===== config.mk =====
export PLATFORM = sky130hd
export DESIGN_NAME = uart_pixel_framer
export DESIGN_NICKNAME = d
export VERILOG_FILES = /design/src/rtl/uart_pixel_framer.sv
export SDC_FILE = /design/constraint.sdc
export NUM_CORES = 1
export LEC_CHECK = 0
export ABC_AREA = 1
export BUFFER_PORTS_ARGS = -buffer_cell sky130_fd_sc_hd__buf_4
export CORE_MARGIN = 1.5
export CORE_UTILIZATION = 51
export CTS_BUF_LIST = sky130_fd_sc_hd__clkbuf_16
export CTS_CLUSTER_DIAMETER = 100
export DETAILED_ROUTE_END_ITERATION = 8
export PLACE_DENSITY = 0.82
export SYNTH_ARGS = -nofsm -noshare
export SYNTH_HDL_FRONTEND = slang
export SYNTH_SLANG_ARGS = --single-unit

===== constraint.sdc =====
create_clock -name clk_i -period 2.7 [get_ports clk_i]
set_input_delay 0.675 -clock clk_i [delete_from_list [all_inputs] [get_ports clk_i]]
set_output_delay 0.675 -clock clk_i [all_outputs]
set_load 0.05 [all_outputs]

===== src/rtl/uart_pixel_framer.sv =====
// UART byte <-> pixel framing stage.
// Packs bytes into tagged pixels and serialises scaled results.
module uart_pixel_framer #(
  parameter int in_bytes_p     = 3,
  parameter int linewidth_px_p = 480,
  parameter int frame_lines_p  = 272,
  parameter int width_out_p    = 16,
  parameter int out_shift_p    = 8,
  parameter int out_bytes_p    = 3
) (
  input  logic                     clk_i,
  input  logic                     reset_i,
  input  logic                     byte_valid_i,
  output logic                     byte_ready_o,
  input  logic [7:0]               byte_i,
  output logic                     px_valid_o,
  input  logic                     px_ready_i,
  output logic [8*in_bytes_p-1:0]  px_data_o,
  output logic                     px_sof_o,
  output logic                     px_eol_o,
  output logic                     px_eof_o,
  input  logic                     res_valid_i,
  output logic                     res_ready_o,
  input  logic [width_out_p-1:0]   res_data_i,
  output logic                     tx_valid_o,
  input  logic                     tx_ready_i,
  output logic [7:0]               tx_byte_o,
  output logic                     frame_done_o
);

  localparam int PW = 8 * in_bytes_p;
  localparam int IW = (in_bytes_p > 1) ? $clog2(in_bytes_p) : 1;
  localparam int CW = $clog2(linewidth_px_p);
  localparam int RW = (frame_lines_p > 1) ? $clog2(frame_lines_p) : 1;
  localparam int KW = (out_bytes_p > 1) ? $clog2(out_bytes_p) : 1;

  localparam logic [IW-1:0] IDX_LAST = IW'(in_bytes_p - 1);
  localparam logic [CW-1:0] COL_LAST = CW'(linewidth_px_p - 1);
  localparam logic [RW-1:0] ROW_LAST = RW'(frame_lines_p - 1);
  localparam logic [KW-1:0] K_LAST   = KW'(out_bytes_p - 1);

  logic [IW-1:0] idx_q, idx_d;
  logic [PW-1:0] asm_q, asm_d;
  logic [PW-1:0] px_q, px_d;
  logic          pv_q, pv_d;
  logic          sof_q, sof_d;
  logic          eol_q, eol_d;
  logic          eof_q, eof_d;
  logic [CW-1:0] col_q, col_d;
  logic [RW-1:0] row_q, row_d;
  logic          done_q, done_d;

  logic          busy_q, busy_d;
  logic [KW-1:0] k_q, k_d;
  logic [7:0]    sc_q, sc_d;

  logic last_byte, byte_hs, px_hs, eol_w, eof_w;
  logic tx_hs, tx_last, res_hs;
  logic [width_out_p-1:0] shifted;
  logic [7:0] scaled_w;

  assign last_byte    = (idx_q == IDX_LAST);
  assign byte_ready_o = !last_byte || !pv_q || px_ready_i;
  assign byte_hs      = byte_valid_i && byte_ready_o;
  assign px_hs        = pv_q && px_ready_i;
  assign eol_w        = (col_q == COL_LAST);
  assign eof_w        = eol_w && (row_q == ROW_LAST);

  assign px_valid_o   = pv_q;
  assign px_data_o    = px_q;
  assign px_sof_o     = sof_q;
  assign px_eol_o     = eol_q;
  assign px_eof_o     = eof_q;
  assign frame_done_o = done_q;

  // Byte assembly, pixel hand-off and frame position tracking.
  always_comb begin
    idx_d  = idx_q;
    asm_d  = asm_q;
    px_d   = px_q;
    pv_d   = pv_q;
    sof_d  = sof_q;
    eol_d  = eol_q;
    eof_d  = eof_q;
    col_d  = col_q;
    row_d  = row_q;
    done_d = px_hs && eof_q;
    if (px_hs) pv_d = 1'b0;
    if (byte_hs) begin
      asm_d[{idx_q, 3'b000} +: 8] = byte_i;
      if (last_byte) begin
        idx_d = '0;
        px_d  = asm_d;
        pv_d  = 1'b1;
        sof_d = (col_q == '0) && (row_q == '0);
        eol_d = eol_w;
        eof_d = eof_w;
        if (eol_w) begin
          col_d = '0;
          row_d = eof_w ? '0 : row_q + 1'b1;
        end else begin
          col_d = col_q + 1'b1;
        end
      end else begin
        idx_d = idx_q + 1'b1;
      end
    end
  end

  // Input half state register.
  always_ff @(posedge clk_i or posedge reset_i) begin
    if (reset_i) begin
      idx_q  <= '0;
      asm_q  <= '0;
      px_q   <= '0;
      pv_q   <= 1'b0;
      sof_q  <= 1'b0;
      eol_q  <= 1'b0;
      eof_q  <= 1'b0;
      col_q  <= '0;
      row_q  <= '0;
      done_q <= 1'b0;
    end else begin
      idx_q  <= idx_d;
      asm_q  <= asm_d;
      px_q   <= px_d;
      pv_q   <= pv_d;
      sof_q  <= sof_d;
      eol_q  <= eol_d;
      eof_q  <= eof_d;
      col_q  <= col_d;
      row_q  <= row_d;
      done_q <= done_d;
    end
  end

  assign shifted     = res_data_i >> out_shift_p;
  assign scaled_w    = (shifted > width_out_p'(255)) ? 8'hFF : shifted[7:0];
  assign tx_valid_o  = busy_q;
  assign tx_byte_o   = sc_q;
  assign tx_hs       = busy_q && tx_ready_i;
  assign tx_last     = (k_q == K_LAST);
  assign res_ready_o = !busy_q || (tx_hs && tx_last);
  assign res_hs      = res_valid_i && res_ready_o;

  // Result capture and replicated byte serialisation.
  always_comb begin
    busy_d = busy_q;
    k_d    = k_q;
    sc_d   = sc_q;
    if (tx_hs) begin
      if (tx_last) begin
        busy_d = 1'b0;
        k_d    = '0;
      end else begin
        k_d = k_q + 1'b1;
      end
    end
    if (res_hs) begin
      busy_d = 1'b1;
      sc_d   = scaled_w;
    end
  end

  // Output half state register.
  always_ff @(posedge clk_i or posedge reset_i) begin
    if (reset_i) begin
      busy_q <= 1'b0;
      k_q    <= '0;
      sc_q   <= '0;
    end else begin
      busy_q <= busy_d;
      k_q    <= k_d;
      sc_q   <= sc_d;
    end
  end

endmodule


After elaboration in Yosys (flattened, before gate mapping)
Index checks and enable logic that the tools add are counted.
{"block": "word_totals", "in_bits": 30, "out_inout_bits": 40, "ff_bits": 84}
{"block": "op_classes", "reduce_logical": 21, "order_cmp": 1, "shifts": 2, "mux": 12, "n_addsub": 5, "eq_ne": 4}
{"operator": "$bwmux W24", "n": 1}
{"operator": "$shift A8 B7 Y24 const A", "n": 1}
{"operator": "$shiftx A8 B7 Y24", "n": 1}
{"operator": "$add A9 B1 Y9 const B", "n": 2}
{"operator": "$eq A9 B9 Y1 const B", "n": 2}
{"operator": "$logic_not A9 Y1", "n": 2}
{"operator": "$mux W9", "n": 2}
{"operator": "$gt A8 B8 Y1 const B", "n": 1}
{"operator": "$logic_and A1 B1 Y1", "n": 8}
{"operator": "$mux W8", "n": 1}
{"operator": "$neg A5 Y7", "n": 1}
{"operator": "$mux W1", "n": 6}
{"operator": "$add A2 B1 Y2 const B", "n": 2}
{"operator": "$eq A2 B2 Y1 const B", "n": 2}
{"operator": "$mux W2", "n": 2}
{"operator": "$reduce_and A2 Y1", "n": 2}
{"operator": "$reduce_bool A2 Y1", "n": 2}
{"operator": "$logic_not A1 Y1", "n": 3}
{"operator": "$logic_or A1 B1 Y1", "n": 3}
{"operator": "$reduce_and A3 Y1", "n": 1}

Logic depth before layout (Yosys ltp)
Gate-level depths: netlist (run 1).
{"block": "logic_depth", "depth_word": 6, "mapped_depth": 9, "mapped_depth_nobuf": 9}

Worst setup path before layout (run 1)
OpenSTA, ideal clock, no wires.
{"block": "synth_path", "kind": "register -> register", "from": "register idx_q[0]", "to": "register asm_q[0]", "arrival_time_ps": 1908, "period_less_slack_ps": 2025, "required_ps": 2583, "path_buffers": 1, "setup_time_ps": 117, "path_stages_with_launch": 9, "path_slack_ps": 675, "cell_sequence": "dfrtp_1 -> inv_1 -> ha_1 -> nand3_1 -> nand2_2 -> inv_2 -> buf_2 -> nand2_1 -> nand2_1"}
{"block": "synth_via", "elab_chain_len": 5, "word_cells_on_any_way": 9}
{"element": "from (decl)", "line": "42", "text": "logic [IW-1:0] idx_q, idx_d;"}
{"element": "from (signal assigned)", "line": "124", "text": "idx_q <= idx_d;"}
{"element": "$eq A2 B2 Y1", "line": "62", "text": "assign last_byte = (idx_q == IDX_LAST);"}
{"element": "$logic_not A1 Y1", "line": "63", "text": "assign byte_ready_o = !last_byte || !pv_q || px_ready_i;"}
{"element": "$logic_or A1 B1 Y1 (2 in a row)", "line": "63"}
{"element": "via byte_ready_o", "line": "14", "text": "output logic byte_ready_o,"}
{"element": "$logic_and A1 B1 Y1", "line": "64", "text": "assign byte_hs = byte_valid_i && byte_ready_o;"}
{"element": "to (signal assigned)", "line": "125", "text": "asm_q <= asm_d;"}
{"element": "to (decl)", "line": "43", "text": "logic [PW-1:0] asm_q, asm_d;"}
The timed path passes the listed nets, and every way through them passes these cells.
A chain may end at the register's enable or synchronous reset.

Worst setup path in the final report (run 1)
{"block": "layout_path", "from": "register idx_q[0]", "to": "output port byte_ready_o"}
{"block": "layout_via", "elab_chain_len": 4}
{"element": "$eq A2 B2 Y1", "line": "62"}
{"element": "$logic_not A1 Y1", "line": "63"}
{"element": "$logic_or A1 B1 Y1 (2 in a row)", "line": "63"}
{"element": "to (decl)", "line": "14"}
Every way passes these cells.

==> run summary, run 1 <==
Fmax achieved: 443 MHz
GR Layer Usage met2: 40.3%
crit path DAT: 1580 ps
largest net degree at the start of global routing: 46
Fill cells: 658
setup_tns: 0 ps
critical path's slowest cell: dfrtp_1
post-CTS setup buffers: 0
area of the multi-input gates: 1670 sq um
Final GP Congestion: 0.936
pwr dens: 1130 nW/um^2
top cell type by total area after synthesis: dfrtp_1
depth of the most critical reg-to-reg path: 7
post-synthesis sequential area ratio: 51.2%
Buffers on Ports: 61
DR iter-0 viols: 196
DRC viols: 0
crit path cell chain: inv_1 -> ha_1 -> nand3_1 -> buf_4
Pwr Total: 5.64 mW
share of cells above drive strength 1: 17.5%
dpl hpwl: 6.27 mm
fin crit period: 2260 ps
core area: 7770 sq um
final core occ: 64.0%
outcome: completed
Setup-failing EPs final: 0
Critical Path RT: 2030 ps
met1 GRT Util: 27.1%
number of nets in the layout: 625
vias: 3566
Yosys cell types: 27
clock tree buffer depth: 2
WL/cell: 13.2 um
CTS Hold Bufs: 0
final WL: 9.11 mm
Slew Viols, Final: 0
Hold Slack: 395 ps
DR vias/cell: 5.15
clock skew: 8.24 ps
Crit. End Element: output port
Leakage Power: 2.70 nW
Placed Cells incl. Taps: 676
TritonCTS Sinks: 84
Die H: 92.8 um
synthesized flop and latch total: 84
Worst VDD drop: 0.704 mV
placed instance area: 4670 sq um
total track usage: 23.1%
RSZ-0062 raised after global routing: no
Final Cycle Share: 83.6%
Synth Cell Area: 4110 sq um
CTS resizes: 0
CP peak stage delay: 430 ps
share of the synthesized area in the top cell type: 51.2%
Synth area leaders: dfrtp_1 51%, nand2_1 21%, inv_1 5.7%
final std cells w/o fill: 692
startpoint type of the worst setup path: flip-flop
PnR worst setup slack: 442 ps
Place WS: 607 ps
Syn. warnings: 0
clock slew at reported path FFs: 60 ps
Die Span X: 92.8 um
Reg2Reg Setup Slack: 630 ps
die area: 8600 sq um
reg-to-reg startpoint: idx_q[0]
Reg area: 2100 sq um
Critical R2R Capture: px_data_o[0]
Finished Cell Area: 4970 sq um
GRT Residual Overflow: 0
initial antenna violation count: 0
CTS tree: done
synthesis-to-layout area growth: 21.0%
ant diodes: 0
actual slew at the worst max-slew pin: 559 ps
Syn Area/Cell: 7.87 sq um
met3 usage in global routing: 4.35%
vias in the first global route: 3611
count of final hold-check violations: 0
crit path max fanout: 6
DRT Pass-1 Iters: 4
antenna viol nets, final: 0
syn_nets: 562
io pins: 70
relative slew slack: 62.6%
H-tree Lvls: 3
CTS buffer count: 9
Hold Path Class: in -> async
GRT Max-Usage Layer: met2
Max Cap Violations: 0
post-synthesis cell count: 522
Initial Util: 52.9%
CP Class: reg -> out
site row count: 32
clk_lat worst skew: 340 ps
first-pass GRT wire length: 15.7 mm
CTS root buffer: clkbuf_16
==> state kept, by name, summed over array words and instances, names as in the netlist, 2 cells and up <==
| signal | flops |
|---|---|
| row_q | 9 |
| px_data_o | 24 |
| col_q | 9 |
| asm_q | 24 |
| k_q | 2 |
| tx_byte_o | 8 |
| idx_q | 2 |
==> kinds of logic (layout without fill, tap and decap cells) <==
group                      count (synthesis)  count (layout)  synth area share (%)
and+or+nand+nor                          298             298                  30.4
xor gates and xnor gates                   2               2                 0.426
adders and majority gates                 10              10                  3.05
DFF                                       84              84                  51.2
buffers and inverters                     81             149                  8.10
AOI/OAI and AO/OA                         47              47                  6.88
==> worst max-delay path: cells and delay by family, from the launching register on <==
family / cells / cell delay [ps]
buf+inv: 2 / 410
flops: 1 / 430
simple gates: 1 / 140
fa+ha+maj: 1 / 260
==> synth_stat cells <==
master	n
nor2_1	22
nand2_2	6
inv_1	62
o22ai_2	1
a21oi_1	5
xor2_1	2
dfrtp_1	84
nand3_4	1
inv_2	2
nand3_2	3
a31oi_2	1
nor2_2	3
o22ai_1	24
nand3_1	23
buf_6	1
o21ai_0	15
buf_4	3
nand3b_1	3
ha_1	10
buf_2	8
nor3_1	4
a22oi_1	1
nand2_1	227
nor2_4	3
clkbuf_1	3
clkinv_1	2
nand4_1	3
==> power breakdown <==
| part | internal, mW | total, mW | switching [mW] |
|---|---|---|---|
| Combinational | 0.710 | 2.43 | 1.72 |
| Clock | 0.722 | 1.23 | 0.511 |
| Sequential | 1.69 | 1.98 | 0.290 |
| Total | 3.12 | 5.64 | 2.52 |
==> how the worst max path moves through the flow <==
stage	end	depth (start not counted)	slack [ps]	start
finish	byte_ready_o	4	440	idx_q[0]
global route	byte_ready_o	4	380	idx_q[0]
CTS	byte_ready_o	4	430	idx_q[0]
detailed placement	res_ready_o	5	610	tx_ready_i
global placement	res_ready_o	5	650	tx_ready_i
floorplan	asm_q[0]	8	680	idx_q[0]
==> placed cells by master (no fill, tap or decap), types with 4 or more instances in the layout <==
master / count
nand2_1: 227
nand2_2: 6
nor2_1: 22
o21ai_0: 15
a21oi_1: 5
buf_4: 66
inv_1: 62
dfrtp_1: 84
nor3_1: 4
clkbuf_16: 9
nand3_1: 23
ha_1: 10
o22ai_1: 24
==> metal layers <==
metal,up-vias,wire length (um)
li1,1746,-
met1,1701,3760
met2,105,4700
met3,14,507
met4,0,139
met5,-,0
==> area by class of cell <==
type                            count  share of cell area, %
Sequential cell                    84                   42.3
Clock inverter                      7                   1.56
Tap cell                          102                   2.57
Clock buffer                        9                   4.53
Inverter                           66                   5.06
Multi-Input combinational cell    357                   33.7
Timing Repair Buffer               67                   10.4
Power figures use the tool's default switching activity.
==> inputs of run 2 (changes only) <==
--- a/config.mk
+++ b/config.mk
@@ -5,10 +5,10 @@
 export SDC_FILE = /design/constraint.sdc
 export NUM_CORES = 1
 export LEC_CHECK = 0
-export ABC_AREA = 1
+export ABC_AREA = 0
 export BUFFER_PORTS_ARGS = -buffer_cell sky130_fd_sc_hd__buf_4
 export CORE_MARGIN = 1.5
-export CORE_UTILIZATION = 51
+export CORE_UTILIZATION = 50
 export CTS_BUF_LIST = sky130_fd_sc_hd__clkbuf_16
 export CTS_CLUSTER_DIAMETER = 100
 export DETAILED_ROUTE_END_ITERATION = 8
==> constraint.sdc (replaced) <==
create_clock -name clk_i -period 1.9 [get_ports clk_i]
set_input_delay 0.475 -clock clk_i [delete_from_list [all_inputs] [get_ports clk_i]]
set_output_delay 0.475 -clock clk_i [all_outputs]
set_load 0.05 [all_outputs]
==> run summary, run 2 <==
Synth area leaders: dfrtp_1 57%, a221oi_1 5.7%, nor2_1 5.6%
Post-synth EDFFs: 0
clock slew at reported path FFs: 60 ps
antenna viol nets, final: 0
most frequent cells in the layout: 82 x dfrtp_1, 71 x buf_4, 54 x nor2_1
relative slew slack: 70.9%
Worst VDD drop: 1.03 mV
largest net degree at the start of global routing: 85
outcome: completed
Buffers on Ports: 61
top cell type by total area after synthesis: dfrtp_1
clock skew: 8.57 ps
Syn. warnings: 0
ant diodes: 0
Critical R2R Capture: asm_q[6]
Setup-failing EPs final: 0
Leakage Power: 2.20 nW
CTS Hold Bufs: 0
WL/cell: 17.2 um
site row count: 31
CTS root buffer: clkbuf_16
Hold Path Class: in -> async
Final GP Congestion: 0.822
count of final hold-check violations: 0
commonest non-fill, non-tap cell in the layout: dfrtp_1
Reg2Reg Setup Slack: 70 ps
pwr dens: 1740 nW/um^2
Initial Util: 51.4%
CTS tree: done
startpoint type of the worst setup path: flip-flop
depth of the most critical reg-to-reg path: 6
Synth Cell Area: 3690 sq um
dpl hpwl: 5.74 mm
number of nets in the layout: 444
Place WS: -75.5 ps
fin crit period: 1860 ps
synthesis-to-layout area growth: 27.8%
Slew Viols, Final: 0
share of the synthesized area in the top cell type: 57.0%
DRT Pass-1 Iters: 5
vias in the first global route: 2780
Die H: 88.9 um
Critical Path RT: 1420 ps
crit path max fanout: 5
DR vias/cell: 5.80
post-synthesis sequential area ratio: 57.0%
clock tree buffer depth: 2
total track usage: 22.8%
Crit. End Element: output port
count leader, synth: dfrtp_1
Hold Slack: 260 ps
final WL: 8.73 mm
Final Cycle Share: 97.7%
GRT Residual Overflow: 0
list of most frequent post-synthesis cells: 84 x dfrtp_1, 55 x nor2_1, 26 x nand2_1, 24 x a221oi_1, 23 x a22o_1
top_reg_cell synth: dfrtp_1
first-pass GRT wire length: 13.5 mm
Syn Area/Cell: 11.3 sq um
synthesized flop and latch total: 84
initial antenna violation count: 0
Max Cap Violations: 0
vias: 2948
crit path DAT: 1380 ps
TritonCTS Sinks: 84
placed instance area: 4410 sq um
Yosys cell types: 37
Die Span X: 88.9 um
syn_nets: 367
PnR worst setup slack: 43.3 ps
core area: 7180 sq um
post-synthesis cell count: 327
Finished Cell Area: 4710 sq um
reg-to-reg startpoint: idx_q[1]
clk_lat worst skew: 340 ps
DRC viols: 0
io pins: 70
actual slew at the worst max-slew pin: 437 ps
share of cells above drive strength 1: 30.6%
DR iter-0 viols: 226
CP Class: reg -> out
die area: 7900 sq um
CTS buffer count: 9
ys async rst share: 100%
Fmax achieved: 539 MHz
H-tree Lvls: 3
run 2: cell count changes after synthesis, sizes merged, moves of 12 or more:
cell,change
a22o,+23
o22ai,-25
a221oi,+24
inv,-55
nand2,-207
nor2,+27
mux2,+12
nand3,-12
run 2: cell type report:
class,count,area (sq um)
inverters,10,43.8
flip-flops and latches,84,2100
clock buffers,9,225
repair buffers,75,604
fillers,525,2460
well taps,99,124
clock inverters,7,52.6
multi-input cells,224,1560
run 2: report_power, final:
group / switching, mW / internal (mW)
combinational: 2.46 / 1.27
sequential: 0.441 / 2.44
clock: 0.716 / 0.888
total: 3.61 / 4.60
run 2: worst max-delay path, cell delays in order (launching register included):
cell and delay [ps]:
dfrtp_2 430, inv_4 80, ha_2 180, buf_4 120, nand2_4 70, buf_6 170
run 2: worst max path at each step:
| stage | from | to | slack, ps | cells after the start |
|---|---|---|---|---|
| after floorplan | px_valid_o | asm_q[10] | -3 | 6 |
| after global placement | px_ready_i | asm_q[4] | -50 | 6 |
| after detailed placement | px_ready_i | asm_q[2] | -80 | 6 |
| after CTS | idx_q[0] | byte_ready_o | 5 | 5 |
| after global routing | idx_q[0] | row_q[8] | -40 | 7 |
| final | idx_q[0] | byte_ready_o | 40 | 5 |
run 2: cell families after synthesis:
family | after synthesis | share of synthesized area (%)
simple gates | 128 | 17.5
flops | 84 | 57.0
compound gates | 69 | 15.2
buf+inv | 19 | 2.04
mux | 12 | 3.66
fa+ha+maj | 10 | 3.39
xor+xnor | 5 | 1.19
run 2: metal layers:
metal	GRT usage, %	vias up	wire length [um]
met1	30.6	1469	3640
li1	-	1354	-
met2	37.2	112	4450
met5	0	-	0
met3	3.36	13	500
met4	9.52	0	137
run 2: repair_timing:
action / 4_1_cts / 5_1_grt
pin swaps: 0 / 1
setup buffers: 0 / 0
endpoints found under the setup margin: 2 / 20
gates resized for setup: 2 / 7
run 2: per-stage QoR:
step / utilization, % / power, mW / std cells / TNS, ps
after detailed placement: 61.4 / 6.55 / 492 / -1430
after global routing: 65.6 / 8.64 / 508 / -48.9
after global placement: 61.4 / 6.44 / 492 / -616
after CTS: 65.3 / 8.20 / 508 / 0
final: 65.6 / 8.22 / 508 / 0
after floorplan: - / 5.40 / 327 / -55.7
==> inputs of run 3 (changes only) <==
--- a/config.mk
+++ b/config.mk
@@ -9,10 +9,10 @@
 export BUFFER_PORTS_ARGS = -buffer_cell sky130_fd_sc_hd__buf_4
 export CORE_MARGIN = 1.5
 export CORE_UTILIZATION = 50
-export CTS_BUF_LIST = sky130_fd_sc_hd__clkbuf_16
 export CTS_CLUSTER_DIAMETER = 100
 export DETAILED_ROUTE_END_ITERATION = 8
 export PLACE_DENSITY = 0.82
+export SETUP_SLACK_MARGIN = 0.15
 export SYNTH_ARGS = -nofsm -noshare
 export SYNTH_HDL_FRONTEND = slang
 export SYNTH_SLANG_ARGS = --single-unit
==> run summary, run 3 (synthesis results as in run 2) <==
outcome: completed
startpoint type of the worst setup path: flip-flop
H-tree Lvls: 3
count of final hold-check violations: 0
commonest non-fill, non-tap cell in the layout: dfrtp_1
die area: 7900 sq um
Initial Util: 51.4%
initial antenna violation count: 0
Worst VDD drop: 1.08 mV
Setup-failing EPs final: 0
Hold Slack: 204 ps
Max Cap Violations: 0
clock slew at reported path FFs: 80 ps
setup_tns: 0 ps
site row count: 31
Finished Cell Area: 4740 sq um
most frequent cells in the layout: 82 x dfrtp_1, 77 x buf_4, 53 x nor2_1
CTS tree: done
ant diodes: 0
Final GP Congestion: 0.802
Crit. End Element: flip-flop
fin crit period: 1790 ps
CTS root buffer: clkbuf_8
final WL: 8.58 mm
placed instance area: 4420 sq um
RSZ-0062 raised after global routing: yes
WL met2: 4.38 mm
clock skew: 13.5 ps
synthesis-to-layout area growth: 28.6%
top sig layer: met4
WL/cell: 16.8 um
Buffers on Ports: 61
clk_lat worst skew: 360 ps
relative slew slack: 70.3%
dpl hpwl: 5.76 mm
Hold Path Class: in -> async
io pins: 70
DRT Pass-1 Iters: 4
total track usage: 22.3%
CTS Hold Bufs: 0
core area: 7180 sq um
crit path DAT: 2030 ps
CTS buffer count: 9
vias in the first global route: 2811
DR iter-0 viols: 230
Die H: 88.9 um
share of cells above drive strength 1: 34.5%
Die Span X: 88.9 um
DRC viols: 0
metal3 WL: 562 um
vias: 2930
CP Class: reg -> reg
crit path max fanout: 5
Critical Path RT: 2140 ps
first-pass GRT wire length: 13.3 mm
number of nets in the layout: 448
largest net degree at the start of global routing: 57
actual slew at the worst max-slew pin: 441 ps
Fmax achieved: 559 MHz
Final Cycle Share: 94.2%
DR vias/cell: 5.73
antenna viol nets, final: 0
Slew Viols, Final: 0
Pwr Total: 8.09 mW
clock tree buffer depth: 2
pwr dens: 1710 nW/um^2
WL met1: 3.51 mm
GRT Residual Overflow: 0
Fill cells: 521
TritonCTS Sinks: 84
Leakage Power: 2.22 nW
run 3: what timing repair did:
action	4_1_cts	5_1_grt
endpoints found under the setup margin	33	34
buffers inserted	3	2
gates cloned	0	0
resized for setup	11	11
pin swaps	1	5
run 3: report_power, final:
part	switching, mW	internal, mW
Clock	0.625	0.724
Sequential	0.444	2.44
Combinational	2.50	1.36
run 3: area by class of cell:
type / count / area [sq um] / area share, %
tap: 99 / 124 / 2.61
clock buffer: 9 / 124 / 2.61
timing repair buffer: 79 / 609 / 12.9
sequential: 84 / 2100 / 44.4
multi-input combinational: 224 / 1650 / 34.8
clock inverter: 6 / 80.1 / 1.69
inverter: 10 / 48.8 / 1.03
run 3: worst max-delay path, cell delays in order, from the launching register on:
cell and delay [ps]:
dfrtp_2 430, inv_4 70, ha_4 160, nand2_4 70, nor3_4 270, nand3_2 110
o41a_1 320, o221a_1 240
run 3: layer usage:
layer,track usage (%),vias up
li1,-,1343
met1,28.2,1465
met2,36.4,106
met3,4.29,16
met4,11.6,0
met5,0,-
run 3: through the flow:
step	utilization (%)	setup WS [ps]	cells
after detailed placement	61.7	61.1	491
after global placement	61.7	87.3	491
after CTS	65.3	158	509
after floorplan	-	91.6	327
final	66.1	110	511
after global routing	66.1	7.64	511
run 3: worst paths after layout:
path                             start           end  slack [ps]  cells past startpoint
min in group clk_i         res_valid_i    tx_valid_o         330                      2
max in group asynchronous      reset_i    px_valid_o        1380                      3
min reg2reg                   px_eol_o      px_eol_o         480                      2
max                           idx_q[0]      row_q[8]         110                      7
max reg2reg                   idx_q[0]      row_q[8]         110                      7
min                            reset_i  tx_byte_o[1]         200                      3
